<file path="src/rtl/ram_seq_pkg.sv">
// Purpose: shared constants, FSM state and read-pipeline entry type for the ram_seq_ctrl block.
// Latency: n/a (types and constants only).
// Backpressure: n/a.
// Ports: none (package). Imported by ram_seq_fifo and ram_seq_ctrl.
package ram_seq_pkg;

  localparam int DATA_W     = 8;            // RAM word width
  localparam int ADDR_W     = 6;            // RAM address width
  localparam int DEPTH      = 2**ADDR_W;    // RAM words (64)
  localparam int CNT_W      = ADDR_W + 1;   // counters must reach DEPTH itself
  localparam int FIFO_DEPTH = 3;            // read skid FIFO entries

  typedef enum logic {
    FILL = 1'b0,
    DUMP = 1'b1
  } state_t;

  // One read-back element: the byte plus a flag marking the final byte of the dump.
  typedef struct packed {
    logic              last;
    logic [DATA_W-1:0] data;
  } rd_ent_t;

endpackage

</file>
<file path="src/rtl/ram_seq_fifo.sv">
// Purpose: small generic synchronous FIFO, used as the read-data skid buffer.
// Latency: a push is visible at head on the next cycle; head is read combinationally.
// Backpressure: push on a full FIFO is dropped unless a pop happens in the same cycle;
//               pop on empty is ignored. The caller is expected to never overflow it.
// Ports: clk, rst_n (async active-low), clr (synchronous flush), push/push_data,
//        pop, head (oldest entry), occ (entries held), empty.
module ram_seq_fifo
  import ram_seq_pkg::*;
#(
  parameter int WIDTH   = DATA_W + 1,
  parameter int ENTRIES = FIFO_DEPTH,
  localparam int PTR_W  = (ENTRIES > 1) ? $clog2(ENTRIES) : 1,
  localparam int OCC_W  = $clog2(ENTRIES + 1)
) (
  input  logic             clk,
  input  logic             rst_n,
  input  logic             clr,
  input  logic             push,
  input  logic [WIDTH-1:0] push_data,
  input  logic             pop,
  output logic [WIDTH-1:0] head,
  output logic [OCC_W-1:0] occ,
  output logic             empty
);

  logic [WIDTH-1:0] mem [ENTRIES];
  logic [PTR_W-1:0] wr_ptr;
  logic [PTR_W-1:0] rd_ptr;
  logic             full;
  logic             do_push;
  logic             do_pop;

  // Pointers wrap at ENTRIES, which need not be a power of two.
  function automatic logic [PTR_W-1:0] ptr_next(input logic [PTR_W-1:0] p);
    return (p == PTR_W'(ENTRIES - 1)) ? '0 : p + 1'b1;
  endfunction

  assign empty   = (occ == '0);
  assign full    = (occ == OCC_W'(ENTRIES));
  assign do_pop  = pop && !empty;
  assign do_push = push && (!full || do_pop);
  assign head    = mem[rd_ptr];

  always_ff @(posedge clk or negedge rst_n) begin
    if (!rst_n) begin
      wr_ptr <= '0;
      rd_ptr <= '0;
      occ    <= '0;
      // Storage is cleared so the head reads as zero out of reset.
      for (int i = 0; i < ENTRIES; i++) begin
        mem[i] <= '0;
      end
    end else if (clr) begin
      wr_ptr <= '0;
      rd_ptr <= '0;
      occ    <= '0;
    end else begin
      if (do_push) begin
        mem[wr_ptr] <= push_data;
        wr_ptr      <= ptr_next(wr_ptr);
      end
      if (do_pop) begin
        rd_ptr <= ptr_next(rd_ptr);
      end
      occ <= occ + OCC_W'(do_push) - OCC_W'(do_pop);
    end
  end

endmodule

</file>
<file path="src/rtl/ram_seq_ctrl.sv">
// Purpose: sequential fill/dump master for a 64x8 single-port RAM (write stream in, read stream out).
// Latency: write stored the cycle it is accepted; dump_start at T gives first m_valid at T+3, then 1 byte/cycle.
// Backpressure: s_ready drops when full or dumping; m_ready stalls are absorbed by a 3-entry skid FIFO
//               with credit-limited read issue, so output data holds stable while stalled.
// Ports: clk, rst_n (async active-low); s_valid/s_ready/s_data write stream; dump_start;
//        m_valid/m_ready/m_data/m_last read stream; fill_count, busy, checksum status;
//        ram_data/ram_addr/ram_we to the RAM, ram_q registered RAM read data.
// Config: define RAM_SEQ_CTRL_CHECKSUM_EN to build the running byte checksum; otherwise checksum is 0.
module ram_seq_ctrl
  import ram_seq_pkg::*;
(
  input  logic              clk,
  input  logic              rst_n,
  input  logic              s_valid,
  output logic              s_ready,
  input  logic [DATA_W-1:0] s_data,
  input  logic              dump_start,
  output logic              m_valid,
  input  logic              m_ready,
  output logic [DATA_W-1:0] m_data,
  output logic              m_last,
  output logic [ADDR_W:0]   fill_count,
  output logic              busy,
  output logic [DATA_W-1:0] checksum,
  output logic [DATA_W-1:0] ram_data,
  output logic [ADDR_W-1:0] ram_addr,
  output logic              ram_we,
  input  logic [DATA_W-1:0] ram_q
);

  localparam int OCC_W = $clog2(FIFO_DEPTH + 1);

  state_t            state_q;
  state_t            state_d;
  logic [ADDR_W:0]   rd_ptr_q;
  logic              infl_q;        // a read was issued last cycle; its data is on ram_q now
  logic              infl_last_q;   // that read was the final element of the dump
  logic              full;
  logic              wr_fire;
  logic              rd_issue;
  logic              rd_last;
  logic              out_fire;
  logic              dump_done;
  logic [OCC_W:0]    credit_used;
  rd_ent_t           fifo_head;
  rd_ent_t           fifo_in;
  logic [OCC_W-1:0]  fifo_occ;
  logic              fifo_empty;

  assign full        = (fill_count == CNT_W'(DEPTH));
  assign rd_last     = (rd_ptr_q == fill_count - 1'b1);
  // Entries already in the FIFO plus the one read still in the RAM pipeline;
  // a new read is only issued if its data is guaranteed a FIFO slot.
  assign credit_used = {1'b0, fifo_occ} + (OCC_W + 1)'(infl_q);
  assign out_fire    = m_valid && m_ready;
  assign dump_done   = out_fire && m_last;

  // ---------------------------------------------------------------------------
  // FSM
  // ---------------------------------------------------------------------------
  always_ff @(posedge clk or negedge rst_n) begin
    if (!rst_n) begin
      state_q <= FILL;
    end else begin
      state_q <= state_d;
    end
  end

  always_comb begin
    state_d  = state_q;
    s_ready  = 1'b0;
    wr_fire  = 1'b0;
    rd_issue = 1'b0;
    ram_we   = 1'b0;
    ram_addr = '0;
    ram_data = '0;
    case (state_q)
      FILL: begin
        s_ready  = !full;
        wr_fire  = s_valid && !full;
        // The RAM has no reset, so never let a write through while reset is held.
        ram_we   = wr_fire && rst_n;
        ram_addr = fill_count[ADDR_W-1:0];
        if (ram_we) begin
          ram_data = s_data;
        end
        // A write landing in the same cycle makes an otherwise empty buffer dumpable.
        if (dump_start && ((fill_count != '0) || wr_fire)) begin
          state_d = DUMP;
        end
      end
      DUMP: begin
        rd_issue = (rd_ptr_q < fill_count) &&
                   (credit_used < (OCC_W + 1)'(FIFO_DEPTH));
        ram_addr = rd_ptr_q[ADDR_W-1:0];
        if (dump_done) begin
          state_d = FILL;
        end
      end
      default: begin
        state_d = FILL;
      end
    endcase
  end

  // ---------------------------------------------------------------------------
  // Counters and read pipeline tracking
  // ---------------------------------------------------------------------------
  always_ff @(posedge clk or negedge rst_n) begin
    if (!rst_n) begin
      fill_count  <= '0;
      rd_ptr_q    <= '0;
      infl_q      <= 1'b0;
      infl_last_q <= 1'b0;
    end else begin
      infl_q      <= rd_issue;
      infl_last_q <= rd_issue && rd_last;
      if (dump_done) begin
        // Completion discards the stored data; the next fill starts at address 0.
        fill_count <= '0;
        rd_ptr_q   <= '0;
      end else begin
        if (wr_fire) begin
          fill_count <= fill_count + 1'b1;
        end
        if (rd_issue) begin
          rd_ptr_q <= rd_ptr_q + 1'b1;
        end
      end
    end
  end

  // ---------------------------------------------------------------------------
  // Read skid FIFO: ram_q is captured the cycle after its read was issued.
  // ---------------------------------------------------------------------------
  assign fifo_in.last = infl_last_q;
  assign fifo_in.data = ram_q;

  ram_seq_fifo #(
    .WIDTH   ($bits(rd_ent_t)),
    .ENTRIES (FIFO_DEPTH)
  ) u_fifo (
    .clk       (clk),
    .rst_n     (rst_n),
    .clr       (dump_done),
    .push      (infl_q),
    .push_data (fifo_in),
    .pop       (out_fire),
    .head      (fifo_head),
    .occ       (fifo_occ),
    .empty     (fifo_empty)
  );

  assign busy    = (state_q == DUMP);
  assign m_valid = busy && !fifo_empty;
  assign m_last  = m_valid && fifo_head.last;
  assign m_data  = m_valid ? fifo_head.data : '0;

  // ---------------------------------------------------------------------------
  // Optional running checksum of accepted bytes
  // ---------------------------------------------------------------------------
`ifdef RAM_SEQ_CTRL_CHECKSUM_EN
  logic [DATA_W-1:0] sum_q;

  always_ff @(posedge clk or negedge rst_n) begin
    if (!rst_n) begin
      sum_q <= '0;
    end else if (dump_done) begin
      sum_q <= '0;
    end else if (wr_fire) begin
      sum_q <= sum_q + s_data;
    end
  end

  assign checksum = sum_q;
`else
  assign checksum = '0;
`endif

endmodule

</file>
<file path="config.mk">
export PLATFORM = sky130hd
export DESIGN_NAME = ram_seq_ctrl
export DESIGN_NICKNAME = d
export VERILOG_FILES = /design/src/rtl/ram_seq_pkg.sv /design/src/rtl/ram_seq_fifo.sv /design/src/rtl/ram_seq_ctrl.sv
export SDC_FILE = /design/constraint.sdc
export NUM_CORES = 1
export LEC_CHECK = 0
export CAP_MARGIN = 20
export CORE_ASPECT_RATIO = 1.5
export CORE_MARGIN = 3
export CORE_UTILIZATION = 45
export CTS_CLUSTER_DIAMETER = 50
export DETAILED_ROUTE_END_ITERATION = 7
export PLACE_DENSITY = 0.72
export SKIP_CTS_REPAIR_TIMING = 1
export SYNTH_ARGS = -nofsm -noshare
export SYNTH_HDL_FRONTEND = slang
export SYNTH_SLANG_ARGS = --single-unit
</file>
<file path="constraint.sdc">
create_clock -name clk -period 6 [get_ports clk]
set_clock_uncertainty 0.2 [all_clocks]
set_input_delay 1.2 -clock clk [delete_from_list [all_inputs] [get_ports clk]]
set_output_delay 1.2 -clock clk [all_outputs]
set_load 0.02 [all_outputs]
</file>
-- Word level (Yosys, flattened, before mapping)
Cells that the tools add are included.
- flip-flop bits (word level): 50
- latch bits: 0
- RAM bits: 0
- bits in read-only memories: 0
- input port bits: 21
- output and inout port bits: 42
- word-level logic and storage cells: 85
- memories kept: 0
- add/subtract/negate cells: 8
- multiply operators: 0
- divide/modulo/power cells: 0
- $lt $le $gt $ge: 5
- eq/ne operators: 5
- shift operators: 0
- multiplexer cells: 28
- bitwise gates (word level): 4
- reductions and logical operators: 24
- operators with widths (cell ; count):
    $mux 7 ; 4
    $bwmux 27 ; 1
    $mux 9 ; 3
    $mux 8 ; 3
    $bmux 9 s2 ; 1
    $demux 9 s2 ; 1
    $add 7x1->7 const B ; 2
    $mux 2 ; 7
    $logic_and 1x1->1 ; 12
    $pmux 6 s2 ; 1
    $reduce_bool 2->1 ; 4
    $eq 7x7->1 ; 1
    $eq 7x7->1 const B ; 1
    $lt 7x7->1 ; 1
    $reduce_bool 7->1 ; 1
    $sub 7x1->7 const B ; 1
    $eq 2x2->1 const B ; 3
    $ge 3x3->1 const B ; 2
    $mux 1 ; 6
    $not 2->3 ; 2
    $add 2x1->2 const B ; 2
    $add 2x1->3 ; 1
    $logic_not 1->1 ; 3
    $lt 3x1->1 const B ; 1
    8 further kinds ; 10

-- Logic depth before layout (Yosys ltp)
Gate-level depths: netlist of run 1.
- depth after elaboration: 10
- gate-level depth with buffers: 10
- gate-level depth less buffers: 9

-- Cells and area by module
From an unflattened synthesis of run 1, not the netlist that was laid out.
- cell total of the unflattened synthesis: 295
- area, all modules: 3027.9 um^2
- by module, submodules not included (module ; times used ; cells each ; area an instance (um^2) ; seq. area each (um^2)):
    ram_seq_ctrl ; 1 ; 177 ; 1514.0 ; 425.4
    ram_seq_fifo ; 1 ; 118 ; 1514.0 ; 825.8

-- Worst setup path before layout of run 1
OpenSTA, ideal clock, no wires.
- kind: input to output
- start point: input port s_valid
- end point: output port ram_data[0]
- arrival: 2.085 ns
- required time: 4.600 ns
- path slack: 2.515 ns
- stages on the path: 4
- buffers on the path: 1
- cell sequence: nand2b_1 a31oi_1 clkbuf_1 and3_1
- word-level cells in the longest chain between the ends: 4
- RTL lines (item ; RTL line ; text):
    start, declared ; ram_seq_ctrl.sv:14 ; input logic s_valid,
    $logic_and 1x1->1 ; ram_seq_ctrl.sv:80 ; wr_fire = s_valid && !full;
    $logic_and 1x1->1 ; ram_seq_ctrl.sv:82 ; ram_we = wr_fire && rst_n;
    $mux 8 ; ram_seq_ctrl.sv:84 ; if (ram_we) begin
    $mux 8 ; ram_seq_ctrl.sv:77 ; case (state_q)
    end, declared ; ram_seq_ctrl.sv:25 ; output logic [DATA_W-1:0] ram_data,
No other way between the ends.

-- Final worst setup path of run 1
- start point: input port s_valid
- end point: output port ram_data[6]
Same word-level chain as after synthesis.

==> impl_metrics.sql, run 1 <==
INSERT INTO impl_metrics (metric_group, metric, value, unit) VALUES
('clock_tree', 'root_buffer', 'clkbuf_8', ''),
('yosys', 'synthesis.yosys.warnings', '0', ''),
('setup_path', 'critical_path_class', 'in2out', ''),
('yosys', 'synth_cell_type_count', '46', ''),
('run', 'timing.max_cap.violations', '0', ''),
('placed_design', 'preCtsSetupSlack', '1.25', 'ns'),
('yosys', 'synth.largest_area_cell', 'dfrtp_1', ''),
('setup_path', 'worst_ep_arrival', '3.36', 'ns'),
('setup_path', 'path_common_cell', 'clkdlybuf4s50_1', ''),
('floorplan', 'die-height', '106', 'um'),
('yosys', 'synthCells', '297', ''),
('sta', 'finalSetupViolations', '0', ''),
('sta', 'max_freq', '210', 'MHz'),
('routing', 'drtPass1Iterations', '4', ''),
('hold_path', 'hp-class', 'reg2reg', ''),
('global_route', 'initial_antenna_violation_count', '1', ''),
('floorplan', 'rows', '35', ''),
('clock_tree', 'cts-buffers-inserted', '5', ''),
('sta', 'rsz_0062_raised_after_global_routing', 'false', ''),
('yosys', 'synth-main-ff-cell', 'dfrtp_1', ''),
('yosys', 'synth-async-reset-ratio', '100', '%'),
('yosys', 'post_synth_top_area_share', '42.0', '%'),
('yosys', 'ys_top_cells_by_count', '50 x dfrtp_1, 34 x nor2_1, 27 x mux2_2', ''),
('floorplan', 'chipWidth', '72.4', 'um'),
('setup_path', 'crit_path_end_kind', 'output pin', ''),
('power_and_ir_drop', 'vdd_ir_drop_max', '0.341', 'mV'),
('global_route', 'grt_use_total', '18.4', '%'),
('global_route', 'overflow', '0', ''),
('setup_path', 'critPathLaunchType', 'input pin', ''),
('setup_path', 'critPathMaxStageDelay', '0.69', 'ns'),
('cells_and_area', 'post_route_cells_drive_above_1_share', '12.6', '%'),
('yosys', 'synth_area_per_cell', '10.0', 'um2'),
('global_route', 'first_global_vias', '2416', ''),
('floorplan', 'floorplan.initialDensity', '47.5', '%'),
('sta', 'finalMaxSlewViolations', '0', ''),
('hold_path', 'hp-start', 'u_fifo.mem[19]$_DFFE_PN0P_', ''),
('clock_tree', 'tritoncts_clock_tree', 'yes', ''),
('setup_path', 'slowest_stage', 'a31oi_1', ''),
('setup_path', 'timing.critical_path.required', '4.60', 'ns'),
('sta', 'fin_setup_tns', '0', 'ns'),
('clock_tree', 'numClockSinks', '50', ''),
('routing', 'via_count', '2344', ''),
('routing', 'drc_violations', '0', ''),
('routing', 'detail_route.vias_per_cell', '5.53', ''),
('sta', 'final_period_minus_worst_setup_slack', '4.76', 'ns'),
('clock_tree', 'clk_pin_slew_worst_paths', '0.10', 'ns'),
('global_route', 'grt_start_max_net_pins', '51', ''),
('yosys', 'mappedNetlistArea', '2980', 'um2'),
('routing', 'routed_wirelength', '6.68', 'mm'),
('placed_design', 'placed_cells_incl_taps', '415', ''),
('cells_and_area', 'final-seq-area', '1250', 'um2'),
('placed_design', 'post-dp-hpwl', '4.87', 'mm'),
('clock_tree', 'clock_latency', '0.30', 'ns'),
('placed_design', 'number_of_i_o_port_buffers', '54', ''),
('global_route', 'grt_pass1_wl', '11.4', 'mm'),
('cells_and_area', 'area_growth_from_synthesis_to_layout', '21.9', '%'),
('cells_and_area', 'multi_input_comb_area', '1570', 'um2'),
('floorplan', 'floorplan.core_area', '6260', 'um2'),
('cells_and_area', 'fillers', '571', ''),
('yosys', 'post-synth-top-count-cell', 'dfrtp_1', ''),
('floorplan', 'design.die.area', '7650', 'um2'),
('yosys', 'yosys-top-cells-area', 'dfrtp_1 42%, mux2_2 10%, ha_1 5.9%', ''),
('routing', 'average_wire_per_cell_in_the_routed_design', '15.7', 'um'),
('setup_path', 'critPathLaunch', 's_valid', ''),
('clock_tree', 'clock_tree.buffer_depth', '2', ''),
('run_status', 'status', 'finished, final reports clean', ''),
('power_and_ir_drop', 'power.static_leakage', '0.00158', 'uW'),
('power_and_ir_drop', 'total_power', '1920', 'uW'),
('setup_path', 'worst-path-max-fanout', '12', ''),
('cells_and_area', 'finalNetCount', '383', ''),
('power_and_ir_drop', 'power_density', '528', 'nW/um2');
[per-stage QoR]
stage / util, % / instance area, um2
3_5_place_dp: 56.4 / 3530
4_1_cts: 57.9 / 3630
6_report: 57.9 / 3630
2_1_floorplan: - / 3000
5_1_grt: 57.9 / 3630
3_3_place_gp: 56.3 / 3530
[kinds of logic (layout without fill, tap and decap cells)]
| group | after synthesis | count (layout) | synth area share, % |
|---|---|---|---|
| compound gates | 57 | 57 | 13.3 |
| xor+xnor | 14 | 14 | 4.12 |
| fa+ha+maj | 14 | 14 | 5.88 |
| buf+inv | 36 | 81 | 5.97 |
| flops | 50 | 50 | 42.0 |
| mux | 38 | 38 | 13.9 |
| other cells | 1 | 9 | 0.126 |
| simple gates | 87 | 87 | 14.6 |
[where the power goes]
group / internal [uW] / leakage, uW / switching [uW] / total (uW)
Combinational: 511 / 0.000931 / 533 / 1040
Sequential: 486 / 0.000605 / 185 / 672
Clock: 83.6 / 0.0000408 / 117 / 201
[worst paths after layout]
check                                             end  slack, ns  depth (start not counted)
setup reg to reg            u_fifo.mem[0]$_DFFE_PN0P_       3.08                          4
min in group asynchronous   fill_count[0]$_DFFE_PN0P_       0.94                          2
max in group asynchronous   u_fifo.mem[3]$_DFFE_PN0P_       4.23                          2
setup / recovery                          ram_data[6]       1.24                          5
hold / removal             u_fifo.mem[19]$_DFFE_PN0P_       0.31                          1
hold reg to reg            u_fifo.mem[19]$_DFFE_PN0P_       0.31                          1
[routing by layer]
metal / up-vias / track usage [%] / routed length [um]
li1: 1145 / - / -
met1: 1131 / 22.7 / 2820
met2: 66 / 32.9 / 3440
met3: 2 / 3.91 / 378
met4: 0 / 3.17 / 42
met5: - / 0 / 0
[sequential cells by signal (all words and copies together) (netlist names), 2 cells and up]
signal / cells
u_fifo.mem: 27
fill_count: 7
rd_ptr_q: 7
u_fifo.occ: 2
u_fifo.rd_ptr: 2
u_fifo.wr_ptr: 2
[critical path: cells and delay by family]
family                 cells  cell delay (ns)
AO/OA/AOI/OAI              1             0.69
buffers and inverters      2             1.09
AND/OR/NAND/NOR            2             0.37
[placed cells by master, fill, tap and decap left out, drive strengths merged, types with 2 or more instances in the layout]
cell           instances
ha                    14
clkdlybuf4s50         53
nor4                   2
a21o                   2
and2                   4
clkbuf                 5
or4                    6
o31ai                  5
nor4b                  3
nand3                  5
mux2i                 11
inv                   17
a31oi                  3
a211o                  2
nand2b                 2
xor2                   4
nand2                 13
xnor2                 10
o21ai                 14
nor2                  34
o2111ai                2
nor2b                  3
mux2                  27
a21oi                 20
buf                    4
clkinvlp               2
and3                   9
dfrtp                 50
conb                   8
nand4                  3
nor3                   2
[area by class of cell]
cell class / instances / share of cell area, %
antenna: 1 / 0.0690
clock buffer: 5 / 1.90
clock inverter: 3 / 0.655
inverter: 16 / 1.66
multi-input combinational: 218 / 43.4
sequential: 50 / 34.5
tap: 74 / 2.55
timing repair buffer: 57 / 15.3
(Power assumes the default switching activity.)
==> run 2: changes to the inputs <==
==> constraint.sdc (replaced) <==
create_clock -name clk -period 4.7 [get_ports clk]
set_clock_uncertainty 0.2 [all_clocks]
set_input_delay 0.94 -clock clk [delete_from_list [all_inputs] [get_ports clk]]
set_output_delay 0.94 -clock clk [all_outputs]
set_load 0.02 [all_outputs]
==> run 2 against run 1 <==
Combinational power grew 29%; critical path depth grew 1; die area is the same; cell area grew 0.79%; setup slack lost 0.35 ns; critical path type unchanged; clock-buffer cell count is the same; highest routed layer unchanged; register-to-register slack lost 1.3 ns; non-clock buffer count grew 1; global-route usage shrank 0.080 points; utilization grew 0.46 points; routed wire length is essentially flat.
==> impl_metrics.sql, run 2 (synthesis gave the netlist of run 1 again) <==
INSERT INTO impl_metrics (metric_group, metric, value, unit) VALUES
('routing', 'via_count', '2378', ''),
('setup_path', 'crit_chain', 'clkdlybuf4s50_1 > nand2b_1 > a31oi_1 > buf_4 > and3_1 > clkdlybuf4s50_1', ''),
('power_and_ir_drop', 'power_density', '684', 'nW/um2'),
('floorplan', 'chipWidth', '72.4', 'um'),
('floorplan', 'die-height', '106', 'um'),
('setup_path', 'timing.critical_path.required', '3.56', 'ns'),
('setup_path', 'slowest_stage', 'clkdlybuf4s50_1', ''),
('clock_tree', 'cts-buffers-inserted', '5', ''),
('floorplan', 'design.die.area', '7650', 'um2'),
('cells_and_area', 'post_route_cells_drive_above_1_share', '12.9', '%'),
('setup_path', 'path_delay_family', 'buffers and inverters', ''),
('clock_tree', 'clock_latency', '0.31', 'ns'),
('clock_tree', 'root_buffer', 'clkbuf_8', ''),
('routing', 'drtPass1Iterations', '4', ''),
('setup_path', 'path_common_cell', 'clkdlybuf4s50_1', ''),
('sta', 'final-hold-violation-count', '0', ''),
('power_and_ir_drop', 'total_power', '2500', 'uW'),
('cells_and_area', 'final_common_cell', 'clkdlybuf4s50_1', ''),
('cells_and_area', 'finalNetCount', '384', ''),
('setup_path', 'crit_buf_inv', '3', ''),
('floorplan', 'floorplan.initialDensity', '47.5', '%'),
('global_route', 'overflow', '0', ''),
('setup_path', 'critical_path_class', 'in2out', ''),
('global_route', 'grt_pass1_wl', '11.2', 'mm'),
('setup_path', 'worst-path-max-fanout', '12', ''),
('clock_tree', 'htree_levels', '2', ''),
('global_route', 'met3_grt_util', '4.20', '%'),
('cells_and_area', 'area_growth_from_synthesis_to_layout', '22.9', '%'),
('global_route', 'global_route.usage.met2', '32.7', '%'),
('global_route', 'initial_antenna_violation_count', '1', ''),
('routing', 'ant_nets', '0', ''),
('sta', 'rsz_0062_raised_after_global_routing', 'false', ''),
('global_route', 'first_global_vias', '2486', ''),
('clock_tree', 'numClockSinks', '50', ''),
('sta', 'fin_setup_tns', '0', 'ns'),
('routing', 'drc_violations', '0', ''),
('setup_path', 'critPathMaxStageDelay', '0.61', 'ns'),
('hold_path', 'hp-class', 'reg2reg', ''),
('global_route', 'grt_start_max_net_pins', '51', ''),
('sta', 'finalMaxSlewViolations', '0', ''),
('run_status', 'status', 'finished, final reports clean', ''),
('power_and_ir_drop', 'power.static_leakage', '0.00159', 'uW'),
('sta', 'max_slew_margin', '41.2', '%'),
('clock_tree', 'clk_pin_slew_worst_paths', '0.09', 'ns'),
('routing', 'drc_marker_count_from_the_first_detailed_route_iteration', '76', ''),
('run', 'timing.max_cap.violations', '0', ''),
('routing', 'detail_route.vias_per_cell', '5.60', ''),
('floorplan', 'rows', '35', ''),
('setup_path', 'critPathLaunchType', 'input pin', ''),
('sta', 'finalSetupViolations', '0', ''),
('routing', 'average_wire_per_cell_in_the_routed_design', '15.7', 'um'),
('clock_tree', 'tritoncts_clock_tree', 'yes', ''),
('cells_and_area', 'largest_register', 'u_fifo.mem', ''),
('power_and_ir_drop', 'vdd_ir_drop_max', '0.418', 'mV'),
('placed_design', 'number_of_i_o_port_buffers', '54', ''),
('sta', 'final_period_minus_worst_setup_slack', '3.81', 'ns'),
('global_route', 'grt_use_met1', '20.8', '%'),
('cells_and_area', 'fillers', '562', ''),
('floorplan', 'io_count', '63', ''),
('setup_path', 'worst_ep_arrival', '2.67', 'ns'),
('cells_and_area', 'largest_register_ffs', '27', ''),
('sta', 'worst_pin_slew', '0.881', 'ns'),
('routing', 'routed_wirelength', '6.68', 'mm'),
('cells_and_area', 'biggestRegsByFlops', 'u_fifo.mem (27), fill_count (7), rd_ptr_q (7)', ''),
('global_route', 'grt_use_total', '18.3', '%'),
('floorplan', 'floorplan.core_area', '6260', 'um2'),
('sta', 'max_freq', '263', 'MHz'),
('global_route', 'grt-busiest-layer', 'met2', ''),
('cells_and_area', 'mostFrequentLayoutCells', '53 x clkdlybuf4s50_1, 50 x dfrtp_1, 34 x nor2_1, 27 x mux2_2, 19 x a21oi_1', ''),
('placed_design', 'post-dp-hpwl', '4.90', 'mm'),
('clock_tree', 'clock_tree.buffer_depth', '2', ''),
('sta', 'finalCritPeriodShare', '81.0', '%'),
('placed_design', 'finalWeightedCongestion', '0.833', ''),
('setup_path', 'crit_path_end_kind', 'output pin', '');
[run 2: cell types whose count changed in the layout (fill, tap and decap cells not counted), sizes merged]
cell    delta
buf        +1
bufinv     +1
inv        -1
[run 2: worst paths after layout]
path / startpoint / to / slack (ns) / cells after the start
hold / removal: u_fifo.mem[24]$_DFFE_PN0P_ / u_fifo.mem[24]$_DFFE_PN0P_ / 0.31 / 1
setup reg to reg: u_fifo.rd_ptr[1]$_DFFE_PN0P_ / u_fifo.mem[7]$_DFFE_PN0P_ / 1.82 / 4
hold reg to reg: u_fifo.mem[24]$_DFFE_PN0P_ / u_fifo.mem[24]$_DFFE_PN0P_ / 0.31 / 1
setup / recovery: s_valid / ram_data[6] / 0.89 / 6
max in group asynchronous: rst_n / u_fifo.occ[1]$_DFF_PN0_ / 3.22 / 2
min in group asynchronous: rst_n / fill_count[2]$_DFFE_PN0P_ / 0.66 / 2
[run 2: metrics by stage]
step	instances	instance area, um2	worst slack, ns	hold slack (ns)	util [%]
after floorplan	304	3000	1.74	0.279	-
after global placement	415	3540	0.923	0.286	56.5
after detailed placement	416	3540	0.890	0.292	56.5
after CTS	424	3650	0.892	0.314	58.4
after global routing	425	3660	0.714	0.331	58.4
final	425	3660	0.894	0.309	58.4
[run 2: cell type report]
type                            count  area [um2]  area share [%]
Sequential cell                    50        1250            34.2
Multi-Input combinational cell    218        1570            43.0
Tap cell                           74        92.6            2.53
Inverter                           16        60.1            1.64
Timing Repair Buffer               58         563            15.4
Clock buffer                        5        68.8            1.88
Antenna cell                        1        2.50          0.0684
Clock inverter                      3        45.0            1.23
[run 2: per-layer routing]
| layer | share of wire (%) | vias up |
|---|---|---|
| met5 | 0 | - |
| met4 | 1.5 | 0 |
| met3 | 5.7 | 10 |
| met2 | 52 | 74 |
| met1 | 41 | 1149 |
| li1 | - | 1145 |
[run 2: where the power goes]
| group | switching (uW) | internal [uW] |
|---|---|---|
| Clock | 147 | 158 |
| Sequential | 236 | 621 |
| Combinational | 685 | 653 |
| Total | 1070 | 1430 |
